### src/rtl/vedic_pkg.sv
// -----------------------------------------------------------------------------
// vedic_pkg
// Shared types and constants for the 32x32 Vedic multiplier datapath.
//   - state_e   : combiner FSM states (IDLE / ACC / DONE)
//   - BEATS     : partial products per 32x32 multiply (LL, LH, HL, HH)
//   - SHIFT_TAB : left shift applied to beat k before accumulation
//   - beat_operand() : zero-extend a beat to product width and shift it
// -----------------------------------------------------------------------------
package vedic_pkg;

  localparam int PP_W   = 32;
  localparam int PROD_W = 64;
  localparam int BEATS  = 4;

  typedef logic [$clog2(BEATS)-1:0] beat_idx_t;

  typedef enum logic [1:0] {
    IDLE = 2'd0,
    ACC  = 2'd1,
    DONE = 2'd2
  } state_e;

  // Element k is the shift for beat k: LL=0, LH=16, HL=16, HH=32.
  localparam logic [BEATS-1:0][5:0] SHIFT_TAB = {6'd32, 6'd16, 6'd16, 6'd0};

  function automatic logic [PROD_W-1:0] beat_operand(input logic [PP_W-1:0] data,
                                                      input beat_idx_t     k);
    return {{(PROD_W-PP_W){1'b0}}, data} << SHIFT_TAB[k];
  endfunction

endpackage

### src/rtl/vedic_pp_accum64_if.sv
// -----------------------------------------------------------------------------
// vedic_pp_accum64_if
// Bundles the partial-product input stream and the product output stream.
//   pp_valid/pp_ready/pp_sop/pp_data : 32-bit partial-product beats (LL first)
//   prod_valid/prod_ready/prod       : 64-bit product, held until consumed
//   sync_err                         : one-cycle resync/discard pulse
// Modports: master = producer/consumer side, slave = the combiner.
// -----------------------------------------------------------------------------
interface vedic_pp_accum64_if;
  import vedic_pkg::*;

  logic              pp_valid;
  logic              pp_ready;
  logic              pp_sop;
  logic [PP_W-1:0]   pp_data;
  logic              prod_valid;
  logic              prod_ready;
  logic [PROD_W-1:0] prod;
  logic              sync_err;

  modport master (
    output pp_valid, pp_sop, pp_data, prod_ready,
    input  pp_ready, prod_valid, prod, sync_err
  );

  modport slave (
    input  pp_valid, pp_sop, pp_data, prod_ready,
    output pp_ready, prod_valid, prod, sync_err
  );

endinterface

### src/rtl/add32c.sv
// -----------------------------------------------------------------------------
// add32c : 32-bit ripple-carry adder with carry in and carry out.
//   a, b : 32-bit addends    cin : carry in
//   s    : 32-bit sum        cout: carry out of bit 31
// Two of these chained by carry form the 64-bit accumulate adder.
// -----------------------------------------------------------------------------
module add32c (
  input  logic [31:0] a,
  input  logic [31:0] b,
  input  logic        cin,
  output logic [31:0] s,
  output logic        cout
);

  logic [32:0] c;

  assign c[0] = cin;

  for (genvar i = 0; i < 32; i++) begin : g_bit
    fa u_fa (.a(a[i]), .b(b[i]), .ci(c[i]), .s(s[i]), .co(c[i+1]));
  end

  assign cout = c[32];

endmodule

### src/rtl/fa.sv
// -----------------------------------------------------------------------------
// fa : full-adder cell built from two half adders.
//   a, b, ci : addend bits and carry in    s : sum    co : carry out
// -----------------------------------------------------------------------------
module fa (
  input  logic a,
  input  logic b,
  input  logic ci,
  output logic s,
  output logic co
);

  logic s0;
  logic c0;
  logic c1;

  ha u_ha0 (.a(a),  .b(b),  .s(s0), .c(c0));
  ha u_ha1 (.a(s0), .b(ci), .s(s),  .c(c1));

  assign co = c0 | c1;

endmodule

### src/rtl/ha.sv
// -----------------------------------------------------------------------------
// ha : half-adder cell.
//   a, b : addend bits    s : sum    c : carry
// -----------------------------------------------------------------------------
module ha (
  input  logic a,
  input  logic b,
  output logic s,
  output logic c
);

  assign s = a ^ b;
  assign c = a & b;

endmodule

### src/rtl/vedic_pp_accum64.sv
// -----------------------------------------------------------------------------
// vedic_pp_accum64
// Collects the four 32-bit partial products of one 32x32 Vedic multiply
// (LL, LH, HL, HH), shifts each by {0,16,16,32} and accumulates them into a
// 64-bit product, which is then held on the output until consumed.
//   clk   : rising-edge clock
//   rst_n : synchronous active-low reset
//   bus   : vedic_pp_accum64_if.slave (beat stream in, product stream out,
//           sync_err pulse)
// A beat with pp_sop in the middle of a group restarts the group from that
// beat; a beat without pp_sop while idle is dropped. Both raise sync_err.
// -----------------------------------------------------------------------------
module vedic_pp_accum64
  import vedic_pkg::*;
(
  input  logic                  clk,
  input  logic                  rst_n,
  vedic_pp_accum64_if.slave     bus
);

  state_e            state_q, state_d;
  beat_idx_t         k_q, k_d;
  logic [PROD_W-1:0] acc_q, acc_d;
  logic              sync_err_q, sync_err_d;

  logic              accept;
  logic [PROD_W-1:0] operand;
  logic [PROD_W-1:0] sum;
  logic              lo_cout;
  logic              hi_cout_unused;

  assign accept  = bus.pp_valid && (state_q != DONE);
  assign operand = beat_operand(bus.pp_data, k_q);

  // 64-bit accumulate as two carry-chained 32-bit halves. The final carry is
  // dropped: legal partial products can never overflow 64 bits.
  add32c u_add_lo (
    .a    (acc_q[31:0]),
    .b    (operand[31:0]),
    .cin  (1'b0),
    .s    (sum[31:0]),
    .cout (lo_cout)
  );

  add32c u_add_hi (
    .a    (acc_q[63:32]),
    .b    (operand[63:32]),
    .cin  (lo_cout),
    .s    (sum[63:32]),
    .cout (hi_cout_unused)
  );

  always_comb begin
    // NOTE: every signal written here gets a default first so no path can
    // leave it unassigned and infer a latch.
    state_d    = state_q;
    k_d        = k_q;
    acc_d      = acc_q;
    sync_err_d = 1'b0;

    unique case (state_q)
      IDLE: begin
        if (accept) begin
          if (bus.pp_sop) begin
            acc_d   = {{(PROD_W-PP_W){1'b0}}, bus.pp_data};
            k_d     = beat_idx_t'(1);
            state_d = ACC;
          end else begin
            // Stray beat with no group open: drop it.
            sync_err_d = 1'b1;
          end
        end
      end

      ACC: begin
        if (accept) begin
          if (bus.pp_sop) begin
            // Early start-of-group: abandon the partial sum, this beat is LL.
            acc_d      = {{(PROD_W-PP_W){1'b0}}, bus.pp_data};
            k_d        = beat_idx_t'(1);
            sync_err_d = 1'b1;
          end else begin
            acc_d = sum;
            if (k_q == beat_idx_t'(BEATS-1)) begin
              k_d     = '0;
              state_d = DONE;
            end else begin
              k_d = k_q + beat_idx_t'(1);
            end
          end
        end
      end

      DONE: begin
        if (bus.prod_ready) begin
          state_d = IDLE;
        end
      end

      default: begin
        state_d = IDLE;
        k_d     = '0;
      end
    endcase
  end

  always_ff @(posedge clk) begin
    // NOTE: state registers use non-blocking assignments so every flop samples
    // the pre-edge values regardless of statement order.
    if (!rst_n) begin
      // NOTE: the accumulator is reset as well because it drives prod directly
      // and prod must read zero out of reset.
      state_q    <= IDLE;
      k_q        <= '0;
      acc_q      <= '0;
      sync_err_q <= 1'b0;
    end else begin
      state_q    <= state_d;
      k_q        <= k_d;
      acc_q      <= acc_d;
      sync_err_q <= sync_err_d;
    end
  end

  assign bus.pp_ready   = (state_q != DONE);
  assign bus.prod_valid = (state_q == DONE);
  assign bus.prod       = acc_q;
  assign bus.sync_err   = sync_err_q;

endmodule
### src/flat_wrapper.sv
// flat-port wrapper written by rule: the top's interface ports become plain ports
module vedic_pp_accum64_flat import vedic_pkg::*;
  (clk, rst_n, bus_pp_valid, bus_pp_sop, bus_pp_data, bus_prod_ready, bus_pp_ready, bus_prod_valid, bus_prod, bus_sync_err);
  vedic_pp_accum64_if bus_i ();
  input  logic clk;
  input  logic rst_n;
  input wire logic [$bits(bus_i.pp_valid)-1:0] bus_pp_valid;
  input wire logic [$bits(bus_i.pp_sop)-1:0] bus_pp_sop;
  input wire logic [$bits(bus_i.pp_data)-1:0] bus_pp_data;
  input wire logic [$bits(bus_i.prod_ready)-1:0] bus_prod_ready;
  output wire logic [$bits(bus_i.pp_ready)-1:0] bus_pp_ready;
  output wire logic [$bits(bus_i.prod_valid)-1:0] bus_prod_valid;
  output wire logic [$bits(bus_i.prod)-1:0] bus_prod;
  output wire logic [$bits(bus_i.sync_err)-1:0] bus_sync_err;
  assign bus_i.pp_valid = bus_pp_valid;
  assign bus_i.pp_sop = bus_pp_sop;
  assign bus_i.pp_data = bus_pp_data;
  assign bus_i.prod_ready = bus_prod_ready;
  assign bus_pp_ready = bus_i.pp_ready;
  assign bus_prod_valid = bus_i.prod_valid;
  assign bus_prod = bus_i.prod;
  assign bus_sync_err = bus_i.sync_err;
  vedic_pp_accum64 u_core (.clk(clk), .rst_n(rst_n), .bus(bus_i));
endmodule
### config.mk
export PLATFORM = sky130hd
export DESIGN_NAME = vedic_pp_accum64_flat
export DESIGN_NICKNAME = d
export VERILOG_FILES = /design/src/rtl/vedic_pkg.sv /design/src/rtl/vedic_pp_accum64_if.sv /design/src/rtl/add32c.sv /design/src/rtl/fa.sv /design/src/rtl/ha.sv /design/src/rtl/vedic_pp_accum64.sv /design/src/flat_wrapper.sv
export SDC_FILE = /design/constraint.sdc
export NUM_CORES = 1
export LEC_CHECK = 0
export CORE_ASPECT_RATIO = 1.4
export CORE_MARGIN = 5
export CORE_UTILIZATION = 54
export DETAILED_ROUTE_END_ITERATION = 12
export HOLD_SLACK_MARGIN = 0.06
export PLACE_DENSITY = 0.82
export SKIP_LAST_GASP = 1
export SLEW_MARGIN = 15
export SYNTH_ARGS = -nofsm -noshare
export SYNTH_HDL_FRONTEND = slang
export SYNTH_HIERARCHICAL = 1
export SYNTH_SLANG_ARGS = --single-unit
### constraint.sdc
create_clock -name clk -period 42 [get_ports clk]
set_input_delay 8.4 -clock clk [delete_from_list [all_inputs] [get_ports clk]]
set_output_delay 8.4 -clock clk [all_outputs]
set_load 0.1 [all_outputs]
==> results of run 1 <==
==> worst min-delay path, stage by stage (launching register included) <==
cell and delay (ns):
dfxtp_1 0.32, o21ai_0 0.07, a21oi_1 0.06
==> stage by stage <==
| stage | std cells | worst slack [ns] | instance area (sq um) | util [%] |
|---|---|---|---|---|
| 6_report | 867 | 6.87 | 6990 | 67.9 |
| 5_1_grt | 867 | 6.03 | 6990 | 67.9 |
| 4_1_cts | 867 | 7.09 | 6990 | 67.9 |
| 3_5_place_dp | 852 | 6.89 | 6670 | 64.8 |
| 2_1_floorplan | 653 | 9.00 | 5640 | - |
| 3_3_place_gp | 852 | 7.44 | 6670 | 64.8 |
==> worst max-delay path by stage <==
stage	from	to	slack [ns]	cells past startpoint
after floorplan	bus_pp_data[0]	u_core/bus.prod[63]	9.00	130
after global placement	bus_pp_data[0]	u_core/bus.prod[63]	7.44	131
after detailed placement	bus_pp_data[0]	u_core/bus.prod[63]	6.89	131
after CTS	bus_pp_data[0]	u_core/bus.prod[63]	7.09	131
after global routing	bus_pp_data[0]	u_core/bus.prod[63]	6.03	131
final	bus_pp_data[0]	u_core/bus.prod[63]	6.87	131
==> final cells by class <==
cell class	count	share of cell area, %
sequential	69	19.8
clock inverter	4	1.04
timing repair buffer	114	15.9
tap	138	2.47
inverter	2	0.107
clock buffer	11	3.47
multi-input combinational	529	57.2
==> power by group <==
part / internal, mW / switching, mW
registers: 0.0683 / 0.00265
logic: 0.0212 / 0.0442
clock network: 0.0531 / 0.0279
==> cells in the final DEF, fill, tap and decap left out, types with 2 or more instances in the layout <==
master,count
or2_1,63
nor2_2,2
a22o_1,16
nor2_1,18
a311oi_1,32
nor3_1,2
nand2_1,68
buf_4,11
o21ai_0,34
clkdlybuf4s50_1,103
ha_1,130
nand4_1,32
clkbuf_16,9
nor2b_1,21
mux2i_1,18
a21oi_1,66
and2_1,17
dfxtp_1,69
bufinv_16,2
==> flip-flops by register name, summed over array words and instances (netlist names) <==
| signal | cells |
|---|---|
| u_core/k_q | 2 |
| u_core/bus.prod | 64 |
| u_core/state_q | 2 |
| u_core/bus.sync_err | 1 |
==> metal layers <==
metal	global-route usage, %	routed length (um)
met1	32.6	6630
met2	46.3	8320
met3	4.47	1310
met4	16.7	1030
met5	0	0
==> reports/metrics.yaml, run 1 <==
drive_above_1_share_pct: 4.53
core-area_sq_um: 10300
path_max_fanout: 4
post-cts-setup-buffers: 0
clockBufferDepth: 2
die_x_um: 96.4
area_growth_syn_to_layout_pct: 23.9
drt_first_pass_iters: 6
critPathMaxStageDelay_ns: 0.53
io_buffers: 103
hold_path_class: "register to register"
hold_end: "u_core/bus.prod[46]"
p_leak_nw: 3.35
worstSetupStartpointType: "input port"
whs_path_depth: 2
gp_congestion: 0.872
fin_nets: 892
crit_top_cell: "ha_1"
finalCritPeriodShare_pct: 83.6
ys_warn_count: 6
finalPower_mw: 0.217
drv_slew: 0
worst-path-buf-inv: 1
fin_skew_ns: 0.00694
r2r_slack_ns: 13.90
wl_per_cell_um: 19.9
powerDensity_nw_per_um2: 31.1
peakVddDrop_mv: 0.0203
rows: 44
reg2reg_depth: 132
slowest_stage: "clkdlybuf4s50_1"
grt_usage_pct: 27.6
hold_path.startpoint: "u_core/bus.prod[46]"
finalSetupViolCount: 0
cts_buffers: 9
n_antenna_cell: 0
layout_min_cycle_time_ns: 35.13
grt_pass1_vias: 5450
crit_type: "input port to register"
drtAntennaViolNets: 0
fin_setup_tns_ns: 0
arrival_ns: 35.38
hold_viol_final: 0
crit_required_ns: 42.25
cts_resized: 0
regArea_sq_um: 1380
cts_tree: "done"
clock_latency_ns: 0.33
clock.fmax_mhz: 28.5
critPathTopFamily: "simple AND/OR/NAND/NOR gates"
ctsHoldBuffers: 0
start_util_pct: 54.8
clk_pin_slew_ns: 0.05
io_pins: 104
drt-total-wl_mm: 17.3
drc: 0
grt_overflow: 0
endpoint_kind: "register"
r2r_end: "u_core/bus.prod[63]"
grt_start_max_net_pins: 69
clkSinkCount: 69
vias: 5498
fill_cells: 833
reg2reg_from: "u_core/k_q[0]"
timing.hold.ws_ns: 0.494
status: "complete, no violations"
grt_antenna_before_repair: 0
cts_max_level: 3
cts_root_buf: "clkbuf_16"
synth_cells: 653
grt_first_pass_wirelength_mm: 26.9
die_height_um: 131
rsz0062_at_grt: "no"
dp_hpwl_mm: 12.4
drt-initial-drc-count: 405
vias_per_cell: 6.34
fp.dieArea_sq_um: 12600
netlist_area_sq_um: 5640
multi_input_area_sq_um: 4000
maxCapViolCount: 0
tightest_slew_ns: 0.985
max-slew-margin-rel_pct: 34.2
synth_area_per_cell_sq_um: 8.64
synth.net_count: 820
Note: power is estimated with default switching activity, not from simulation.
==> inputs of run 2 (changes only) <==
==> constraint.sdc (replaced) <==
create_clock -name clk -period 34.8 [get_ports clk]
set_input_delay 6.96 -clock clk [delete_from_list [all_inputs] [get_ports clk]]
set_output_delay 6.96 -clock clk [all_outputs]
set_load 0.1 [all_outputs]
==> reports/metrics.yaml, run 2 (synthesis results as in run 1) <==
status: "complete, no violations"
drt-initial-drc-count: 413  # +2.0%
fin_ws_ns: 1.25  # -5.62 ns
die_x_um: 96.4  # unchanged
drtAntennaViolNets: 0  # unchanged
rows: 44  # unchanged
clock.fmax_mhz: 29.8
drv_slew: 0  # unchanged
pre_cts_slack_ns: 1.21  # -5.67 ns
final_common_cell: "ha_1"
finalSetupViolCount: 0  # unchanged
peakVddDrop_mv: 0.0263  # +30%
powerDensity_nw_per_um2: 37.9  # +22%
critPathTopFamily: "simple AND/OR/NAND/NOR gates"
critPathMaxStageDelay_ns: 0.52  # about the same
vias_per_cell: 6.21  # -2.1%
worst-path-buf-inv: 1  # unchanged
core-area_sq_um: 10300  # unchanged
whs_path_depth: 2  # unchanged
start_util_pct: 54.8  # unchanged
path_max_fanout: 4  # unchanged
clkSinkCount: 69  # unchanged
p_leak_nw: 3.35  # about the same
final_cell_mix: "ha_1, clkdlybuf4s50_1, dfxtp_1"
crit_type: "input port to register"
drive_above_1_share_pct: 4.40  # -0.13 points
slowest_stage: "clkdlybuf4s50_1"
max-slew-margin-rel_pct: 33.8  # -0.31 points
grt_overflow: 0  # unchanged
worstSetupStartpointType: "input port"
maxCapViolCount: 0  # unchanged
reg2reg_from: "u_core/k_q[0]"
cts_buffers: 9  # unchanged
drt-total-wl_mm: 17.1  # -1.2%
cts_tree: "done"
crit_required_ns: 35.03  # -7.22 ns
drc: 0  # unchanged
hold_viol_final: 0  # unchanged
fp.dieArea_sq_um: 12600  # unchanged
crit_start: "bus_pp_data[0]"
hold_end: "u_core/bus.prod[57]"
largest_reg_flops: 64  # unchanged
clockBufferDepth: 2  # unchanged
clock_latency_ns: 0.33  # about the same
fin_skew_ns: 0.00680  # -0.000135 ns
ctsHoldBuffers: 0  # unchanged
drt_first_pass_iters: 5  # -1
dp_hpwl_mm: 12.1  # -2.4%
cts_max_level: 3  # unchanged
fin_setup_tns_ns: 0  # unchanged
cts_root_buf: "clkbuf_16"
grt_usage_pct: 26.5  # -1.1 points
reg2reg_depth: 134  # +1.5%
clk_pin_slew_ns: 0.05  # about the same
gp_congestion: 0.903  # +3.5%
io_pins: 104  # unchanged
endpoint_kind: "register"
grt_pass1_vias: 5257  # -3.5%
post-cts-setup-buffers: 0  # unchanged
crit_top_cell: "ha_1"
hold_path_class: "register to register"
fin_nets: 890  # -0.22%
hold_path.startpoint: "u_core/bus.prod[57]"
finalCritPeriodShare_pct: 96.4
grt_first_pass_wirelength_mm: 25.9  # -3.6%
die_height_um: 131  # unchanged
grt_antenna_before_repair: 0  # unchanged
layout_min_cycle_time_ns: 33.55
n_antenna_cell: 0  # unchanged
r2r_slack_ns: 7.13  # -6.77 ns
vias: 5375  # -2.2%
grt_start_max_net_pins: 69  # unchanged
rsz0062_at_grt: "no"
arrival_ns: 33.78  # -1.60 ns
r2r_end: "u_core/bus.prod[63]"
area_growth_syn_to_layout_pct: 23.8  # about the same
cts_resized: 0  # unchanged
io_buffers: 103  # unchanged
tightest_slew_ns: 0.989  # +0.00466 ns
wl_per_cell_um: 19.7  # -1.1%
==> run 2: cell count changes in the layout (fill, tap and decap cells not counted) <==
cell and change:
clkinv_2 +2, clkbuf_8 +1, inv_2 -1, buf_4 -2, clkinvlp_4 -1
==> run 2: through the flow <==
step                instances  util (%)  power [mW]  hold WS, ns  cell area (sq um)
floorplan                 653         -       0.141        0.471               5640
global placement          850      64.7       0.161        0.483               6660
detailed placement        850      64.7       0.164        0.491               6660
CTS                       866      67.8       0.265        0.502               6980
global route              866      67.9       0.275        0.516               6990
finish                    866      67.9       0.265        0.499               6990
==> run 2: cell type report <==
type                            count  area, sq um
Fill cell                         827         3310
Inverter                            2         8.76
Sequential cell                    69         1380
Clock inverter                      4         70.1
Clock buffer                       12          256
Timing Repair Buffer              112         1100
Tap cell                          138          173
Multi-Input combinational cell    529         4000
==> run 2: worst max path at each step <==
stage	depth (start not counted)	slack (ns)	end
after CTS	131	1.34	u_core/bus.prod[63]
after global routing	131	0.40	u_core/bus.prod[63]
final	131	1.25	u_core/bus.prod[63]
after floorplan	130	3.24	u_core/bus.prod[63]
after global placement	131	1.63	u_core/bus.prod[63]
after detailed placement	131	1.21	u_core/bus.prod[63]
==> run 2: worst register-to-register path, delay by kind of cell, from the launching register on <==
| kind | cells | cell delay (ns) |
|---|---|---|
| simple gates | 66 | 14.83 |
| fa+ha+maj | 65 | 11.63 |
| buf+inv | 2 | 0.53 |
| flops | 1 | 0.34 |
| compound gates | 1 | 0.17 |
==> run 2: routing by layer <==
layer	up-vias	track usage, %	wire (um)
met5	-	0	0
li1	2509	-	-
met3	60	4.41	1170
met4	0	16.8	960
met1	2542	30.6	6640
met2	264	44.8	8300
==> run 2: where the power goes <==
part           leakage, nW  total (mW)  internal, mW  switching (mW)
sequential           0.563      0.0855        0.0824         0.00311
combinational         2.62      0.0785        0.0255          0.0531
clock                0.163       0.101        0.0664          0.0343
total                 3.35       0.265         0.174          0.0904
